`src/rtl/mem_stage_lsu_pkg.sv`:
```
// rtl/mem_stage_lsu_pkg.sv - opcodes, LSU state encoding and decode helpers for the MEM-stage LSU
package mem_stage_lsu_pkg;

  localparam logic [5:0] OP_LB  = 6'h20;
  localparam logic [5:0] OP_LH  = 6'h21;
  localparam logic [5:0] OP_LW  = 6'h23;
  localparam logic [5:0] OP_LBU = 6'h24;
  localparam logic [5:0] OP_LHU = 6'h25;
  localparam logic [5:0] OP_SB  = 6'h28;
  localparam logic [5:0] OP_SH  = 6'h29;
  localparam logic [5:0] OP_SW  = 6'h2B;

  typedef enum logic [1:0] {
    IDLE = 2'd0,
    REQ  = 2'd1,
    DONE = 2'd2
  } lsu_state_e;

  function automatic logic op_is_load(logic [5:0] op);
    return op inside {OP_LB, OP_LH, OP_LW, OP_LBU, OP_LHU};
  endfunction

  function automatic logic op_is_store(logic [5:0] op);
    return op inside {OP_SB, OP_SH, OP_SW};
  endfunction

  // Byte accesses never fault; halves need an even address, words a multiple of four.
  function automatic logic op_aligned(logic [5:0] op, logic [1:0] off);
    case (op)
      OP_LW, OP_SW:          return off == 2'b00;
      OP_LH, OP_LHU, OP_SH:  return !off[0];
      default:               return 1'b1;
    endcase
  endfunction

endpackage

```
`src/rtl/mem_stage_lsu_if.sv`:
```
// rtl/mem_stage_lsu_if.sv - req/ack word-access data bus between the LSU (master) and memory (slave)
interface mem_stage_lsu_if;
  logic        bus_req;
  logic        bus_we;
  logic [31:0] bus_addr;
  logic [3:0]  bus_be;
  logic [31:0] bus_wdata;
  logic        bus_ack;
  logic [31:0] bus_rdata;

  modport master (
    output bus_req, bus_we, bus_addr, bus_be, bus_wdata,
    input  bus_ack, bus_rdata
  );

  modport slave (
    input  bus_req, bus_we, bus_addr, bus_be, bus_wdata,
    output bus_ack, bus_rdata
  );
endinterface

```
`src/rtl/mem_byte_lane.sv`:
```
// rtl/mem_byte_lane.sv - store byte-enable/lane replication and load byte/half select with extension
module mem_byte_lane
  import mem_stage_lsu_pkg::*;
(
  input  logic [5:0]  op,
  input  logic [1:0]  off,
  input  logic [31:0] wsrc,
  input  logic [31:0] rword,
  output logic [3:0]  be,
  output logic [31:0] wdata,
  output logic [31:0] ldata
);

  logic [7:0]  rbyte;
  logic [15:0] rhalf;

  always_comb begin
    be    = 4'b1111;
    wdata = wsrc;
    case (op)
      OP_SB: begin
        be    = 4'b0001 << off;
        wdata = {4{wsrc[7:0]}};
      end
      OP_SH: begin
        be    = off[1] ? 4'b1100 : 4'b0011;
        wdata = {2{wsrc[15:0]}};
      end
      default: ;
    endcase
  end

  always_comb begin
    case (off)
      2'd0:    rbyte = rword[7:0];
      2'd1:    rbyte = rword[15:8];
      2'd2:    rbyte = rword[23:16];
      default: rbyte = rword[31:24];
    endcase
    rhalf = off[1] ? rword[31:16] : rword[15:0];
    case (op)
      OP_LB:   ldata = {{24{rbyte[7]}}, rbyte};
      OP_LBU:  ldata = {24'd0, rbyte};
      OP_LH:   ldata = {{16{rhalf[15]}}, rhalf};
      OP_LHU:  ldata = {16'd0, rhalf};
      default: ldata = rword;
    endcase
  end

endmodule

```
`src/rtl/mem_stage_lsu.sv`:
```
// rtl/mem_stage_lsu.sv - MEM-stage load/store unit: decode, req/ack bus access, stall, timeout, misalign traps
module mem_stage_lsu
  import mem_stage_lsu_pkg::*;
#(
  parameter int TIMEOUT = 255
)
(
  input  logic            clk,
  input  logic            reset,
  input  logic [31:0]     mem_instr,
  input  logic [31:0]     mem_addr,
  input  logic [31:0]     mem_wdata,
  input  logic [31:0]     mem_pc,
  mem_stage_lsu_if.master bus,
  output logic            stall,
  output logic [31:0]     load_data,
  output logic            load_vld,
  output logic            adel,
  output logic            ades,
  output logic            bus_err,
  output logic [31:0]     exc_pc
);

  localparam logic [15:0] TO_LAST = 16'(TIMEOUT - 1);

  lsu_state_e  state;
  logic [15:0] req_cnt;
  logic [5:0]  op, op_q, lane_op;
  logic [1:0]  off_q, lane_off;
  logic        mem_op, store, aligned, start;
  logic [3:0]  lane_be;
  logic [31:0] lane_wdata, lane_ldata;
  logic        unused_instr;

  assign op           = mem_instr[31:26];
  assign unused_instr = ^mem_instr[25:0];
  assign store        = op_is_store(op);
  assign mem_op       = store || op_is_load(op);
  assign aligned      = op_aligned(op, mem_addr[1:0]);
  assign start        = (state == IDLE) && mem_op && aligned;

  // The first stall cycle is the decode cycle itself, so this path must stay combinational.
  assign stall = !reset && (start || state == REQ);

  // Once the access is issued, extension uses the captured opcode/offset rather than EX/MEM.
  assign lane_op  = (state == IDLE) ? op : op_q;
  assign lane_off = (state == IDLE) ? mem_addr[1:0] : off_q;

  mem_byte_lane u_lane (
    .op    (lane_op),
    .off   (lane_off),
    .wsrc  (mem_wdata),
    .rword (bus.bus_rdata),
    .be    (lane_be),
    .wdata (lane_wdata),
    .ldata (lane_ldata)
  );

  always_ff @(posedge clk) begin
    if (reset) begin
      state         <= IDLE;
      req_cnt       <= '0;
      op_q          <= '0;
      off_q         <= '0;
      bus.bus_req   <= 1'b0;
      bus.bus_we    <= 1'b0;
      bus.bus_addr  <= '0;
      bus.bus_be    <= '0;
      bus.bus_wdata <= '0;
      load_data     <= '0;
      load_vld      <= 1'b0;
      adel          <= 1'b0;
      ades          <= 1'b0;
      bus_err       <= 1'b0;
      exc_pc        <= '0;
    end else begin
      load_vld <= 1'b0;
      adel     <= 1'b0;
      ades     <= 1'b0;
      bus_err  <= 1'b0;
      case (state)
        IDLE: begin
          if (start) begin
            bus.bus_req   <= 1'b1;
            bus.bus_we    <= store;
            bus.bus_addr  <= {mem_addr[31:2], 2'b00};
            bus.bus_be    <= lane_be;
            bus.bus_wdata <= lane_wdata;
            op_q          <= op;
            off_q         <= mem_addr[1:0];
            req_cnt       <= '0;
            state         <= REQ;
          end else if (mem_op) begin
            adel   <= !store;
            ades   <= store;
            exc_pc <= mem_pc;
          end
        end
        REQ: begin
          if (bus.bus_ack) begin
            bus.bus_req <= 1'b0;
            if (!bus.bus_we) load_data <= lane_ldata;
            load_vld <= !bus.bus_we;
            state    <= DONE;
          end else if (req_cnt == TO_LAST) begin
            bus.bus_req <= 1'b0;
            bus_err     <= 1'b1;
            exc_pc      <= mem_pc;
            load_data   <= '0;
            load_vld    <= !bus.bus_we;
            state       <= DONE;
          end else if (req_cnt != 16'hFFFF) begin
            req_cnt <= req_cnt + 16'd1;
          end
        end
        DONE:    state <= IDLE;
        default: state <= IDLE;
      endcase
    end
  end

endmodule
```
`src/flat_wrapper.sv`:
```
// flat-port wrapper written by rule: the top's interface ports become plain ports
module mem_stage_lsu_flat import mem_stage_lsu_pkg::*;
#(
  parameter int TIMEOUT = 255
)
  (clk, reset, mem_instr, mem_addr, mem_wdata, mem_pc, stall, load_data, load_vld, adel, ades, bus_err, exc_pc, bus_bus_req, bus_bus_we, bus_bus_addr, bus_bus_be, bus_bus_wdata, bus_bus_ack, bus_bus_rdata);
  mem_stage_lsu_if bus_i ();
  input  logic clk;
  input  logic reset;
  input  logic [31:0] mem_instr;
  input  logic [31:0] mem_addr;
  input  logic [31:0] mem_wdata;
  input  logic [31:0] mem_pc;
  output logic stall;
  output logic [31:0] load_data;
  output logic load_vld;
  output logic adel;
  output logic ades;
  output logic bus_err;
  output logic [31:0] exc_pc;
  output wire logic [$bits(bus_i.bus_req)-1:0] bus_bus_req;
  output wire logic [$bits(bus_i.bus_we)-1:0] bus_bus_we;
  output wire logic [$bits(bus_i.bus_addr)-1:0] bus_bus_addr;
  output wire logic [$bits(bus_i.bus_be)-1:0] bus_bus_be;
  output wire logic [$bits(bus_i.bus_wdata)-1:0] bus_bus_wdata;
  input wire logic [$bits(bus_i.bus_ack)-1:0] bus_bus_ack;
  input wire logic [$bits(bus_i.bus_rdata)-1:0] bus_bus_rdata;
  assign bus_bus_req = bus_i.bus_req;
  assign bus_bus_we = bus_i.bus_we;
  assign bus_bus_addr = bus_i.bus_addr;
  assign bus_bus_be = bus_i.bus_be;
  assign bus_bus_wdata = bus_i.bus_wdata;
  assign bus_i.bus_ack = bus_bus_ack;
  assign bus_i.bus_rdata = bus_bus_rdata;
  mem_stage_lsu #(.TIMEOUT(TIMEOUT)) u_core (.clk(clk), .reset(reset), .mem_instr(mem_instr), .mem_addr(mem_addr), .mem_wdata(mem_wdata), .mem_pc(mem_pc), .bus(bus_i), .stall(stall), .load_data(load_data), .load_vld(load_vld), .adel(adel), .ades(ades), .bus_err(bus_err), .exc_pc(exc_pc));
endmodule
```
`config.mk`:
```
export PLATFORM = sky130hd
export DESIGN_NAME = mem_stage_lsu_flat
export DESIGN_NICKNAME = d
export VERILOG_FILES = /design/src/rtl/mem_stage_lsu_pkg.sv /design/src/rtl/mem_stage_lsu_if.sv /design/src/rtl/mem_byte_lane.sv /design/src/rtl/mem_stage_lsu.sv /design/src/flat_wrapper.sv
export SDC_FILE = /design/constraint.sdc
export NUM_CORES = 1
export LEC_CHECK = 0
export ABC_AREA = 1
export ABC_CLOCK_PERIOD_IN_PS = 4700
export BUFFER_PORTS_ARGS = -buffer_cell sky130_fd_sc_hd__buf_2
export CAP_MARGIN = 40
export CORE_UTILIZATION = 45
export CTS_CLUSTER_DIAMETER = 200
export CTS_CLUSTER_SIZE = 16
export DETAILED_ROUTE_END_ITERATION = 8
export PLACE_DENSITY_LB_ADDON = 0.12
export SYNTH_ARGS = -nofsm -noshare
export SYNTH_HDL_FRONTEND = slang
export SYNTH_SLANG_ARGS = --single-unit
```
`constraint.sdc`:
```
create_clock -name clk -period 4.7 [get_ports clk]
set_clock_uncertainty 0.15 [all_clocks]
set_input_delay 0.235 -clock clk [delete_from_list [all_inputs] [get_ports clk]]
set_output_delay 0.235 -clock clk [all_outputs]
set_load 0.01 [all_outputs]
```
==> flow_metrics.tcl <==
set metrics [dict create \
    hpwl_um 15500 \
    antenna_found_initial 4 \
    clock-sinks 162 \
    status "finished, violations left" \
    ys_types 38 \
    cts_buffers 17 \
    cts_tree "done" \
    cts-htree-levels 4 \
    core-area_um2 16500 \
    cts.path.max_buffers 2 \
    syn_area_per_cell_um2 6.83 \
    worst_ep_arrival_time_ns 3.12 \
    slew_headroom_pct 44.8 \
    rsz0062_at_grt "no" \
    cts-root-buf "clkbuf_16" \
    numPortBuffers 273 \
    ys.flop_type "dfxtp_1" \
    wl_per_cell_um 14.0 \
    leakage_nw 4.78 \
    postCtsSetupRepairBufs 0 \
    violations "hold timing" \
    fillers 1549 \
    grt_pass1_wl_um 38400 \
    grt_pass1_vias 7744 \
    setup_violations 0 \
    hold_path_class "in2reg" \
    fin_hold_ws_ns -0.000203 \
    syn_area_um2 7590 \
    r2r-start "u_core.state[1]" \
    seq_area_frac_synth_pct 42.7 \
    maxSlewViolCount 0 \
    critPathMaxFanout 38 \
    area_delta_synth_final_pct 37.5 \
    ctsResizeCount 0 \
    dieArea_um2 17400 \
    period_minus_slack_ns 2.95 \
    end_kind "register" \
    power_density_nw_per_um2 311 \
    tightest_slew_ns 0.828 \
    hp-start "mem_wdata[31]" \
    viasPerCell 4.95 \
    critPathLaunch "mem_instr[28]" \
    dieWidth_um 132 \
    insertion_delay_ns 0.42 \
    required_ns 4.87 \
    yosysWarningCount 0 \
    drv_cap 0 \
    syn_inst 1112 \
    synth-edff-count 0 \
    drt_iter0_drc 619 \
    num_vias 8287 \
    peakVddDrop_mv 0.281 \
    first_pass_iters 5 \
    grt_max_degree 93 \
    hold_buffers 87 \
    ios 302 \
    fin_tns_setup_ns 0 \
    gp_congestion 0.866 \
    multi_input_area_um2 3730 \
    stdcell_count 1673 \
    start_util_pct 45.9 \
    finalHoldViolations 1 \
    max_freq_ghz 0.339 \
    place_inst 1551 \
    ant_nets 0 \
    startpoint_type "primary input" \
    crit_type "in2reg" \
    seq_area_um2 3240 \
    clk_pin_slew_ns 0.07 \
    chipHeight_um 132 \
    fin_crit_sh_pct 62.7 \
    drive_gt1_share_pct 25.4 \
    ys_ff_latch 162 \
    grt-ovfl-total 0 \
    nNetsFinal 1602 \
    grt_use_total_pct 27.2 \
    rows 47 \
    drt_wl_total_um 23400 \
    route.detailed.drc 0 \
    synthArstFlopShare_pct 0 \
]
==> state kept, by name, summed over array words and instances, names as in the netlist <==
register              flops
u_core.bus.bus_wdata     32
u_core.off_q              2
u_core.bus.bus_we         1
u_core.state              2
u_core.req_cnt           16
u_core.exc_pc            32
u_core.bus_err            1
u_core.ades               1
u_core.bus.bus_be         4
u_core.op_q               6
u_core.adel               1
u_core.load_vld           1
u_core.bus.bus_addr      30
u_core.bus.bus_req        1
u_core.load_data         32
==> final timing paths <==
| path | cells past startpoint | to | slack [ns] |
|---|---|---|---|
| worst max-delay path | 13 | u_core.bus.bus_wdata[9] | 1.75 |
| worst min-delay path | 5 | u_core.bus.bus_wdata[31] | -0.0002 |
| worst max register to register | 9 | u_core.bus.bus_wdata[9] | 1.81 |
| worst min register to register | 2 | u_core.op_q[4] | 0.30 |
==> cell type report <==
| cell class | count | share of cell area [%] |
|---|---|---|
| clock inverter | 13 | 0.983 |
| antenna | 3 | 0.0720 |
| timing repair buffer | 368 | 22.1 |
| multi-input combinational | 800 | 35.7 |
| tap | 220 | 2.64 |
| inverter | 88 | 3.17 |
| clock buffer | 19 | 4.25 |
| sequential | 162 | 31.1 |
==> power breakdown <==
part           internal [W]  switching [W]  total [W]  leakage, nW
logic              0.000206       0.000286   0.000493         3.21
registers           0.00143      0.0000297    0.00146         1.32
clock network      0.000697       0.000593    0.00129        0.261
total               0.00234       0.000909    0.00325         4.78
==> cell usage after synthesis (2+ instances only) <==
cell	number	share of area, %
o21ai_4	2	0.43
nand3_1	58	3.8
o211ai_1	9	0.89
ha_1	2	0.33
a21oi_1	97	6.4
nand3_2	4	0.53
buf_4	5	0.49
xnor2_1	2	0.23
nor3b_1	3	0.30
nand2_1	213	11
nor2_2	5	0.41
nand2_2	16	1.3
nand4_1	6	0.49
xor2_1	6	0.69
dfxtp_1	162	43
clkbuf_1	36	1.8
a21oi_2	10	1.2
buf_2	16	1.1
nor2_1	220	11
inv_2	7	0.35
inv_1	81	4.0
o21ai_1	7	0.46
o21ai_0	117	7.7
nor2_4	4	0.59
nor3_1	7	0.46
buf_1	4	0.20
o21ai_2	2	0.23
==> through the flow <==
step	setup WS [ns]	total power [W]	instance area, um^2	utilization (%)	hold WS, ns
3_5_place_dp	1.69	0.00192	9010	54.5	0.294
6_report	1.75	0.00325	10400	63.1	-0.000203
3_3_place_gp	1.43	0.00191	8990	54.4	0.287
5_1_grt	1.50	0.00340	10400	63.1	0.0383
4_1_cts	1.74	0.00327	10400	63.1	0.00304
2_1_floorplan	2.84	0.00176	7590	-	0.243
==> worst max-delay path, stage by stage <==
cell and delay [ns]:
dlygate4sd3_1 0.56, buf_2 0.14, inv_1 0.10, nand4_1 0.14, nand2_1 0.10, nand2_1 0.07
inv_1 0.09, nand2_1 0.35, inv_2 0.47, buf_4 0.43, o21ai_0 0.18, o21ai_0 0.18
inv_1 0.05
==> layout by cell type, fill, tap and decap left out, types with 9 or more instances in the layout <==
cell,instances
a21oi_1,97
a21oi_2,10
buf_2,273
clkbuf_16,17
dfxtp_1,162
dlygate4sd3_1,87
inv_1,79
inv_2,9
nand2_1,213
nand2_2,16
nand3_1,58
nor2_1,220
o211ai_1,9
o21ai_0,117
==> routing by layer <==
layer  vias to the layer above  part of all wire (%)  GRT usage, %
met5                         -                     0             0
met4                         0                   3.0          11.4
met3                        51                   6.4          7.00
met2                       297                    47          44.3
met1                      3723                    44          34.0
li1                       4216                     -             -
==> kinds of logic (layout without fill, tap and decap cells) <==
logic type / Yosys count / count (layout) / synth area share (%)
and+or+nand+nor: 542 / 542 / 30.3
AOI/OAI and AO/OA: 246 / 246 / 17.5
DFF: 162 / 162 / 42.7
buffers and inverters: 151 / 488 / 8.23
xor gates and xnor gates: 8 / 8 / 0.923
adders and majority gates: 2 / 2 / 0.330
other: 1 / 5 / 0.0494
Note: power is estimated with default switching activity, not from simulation.
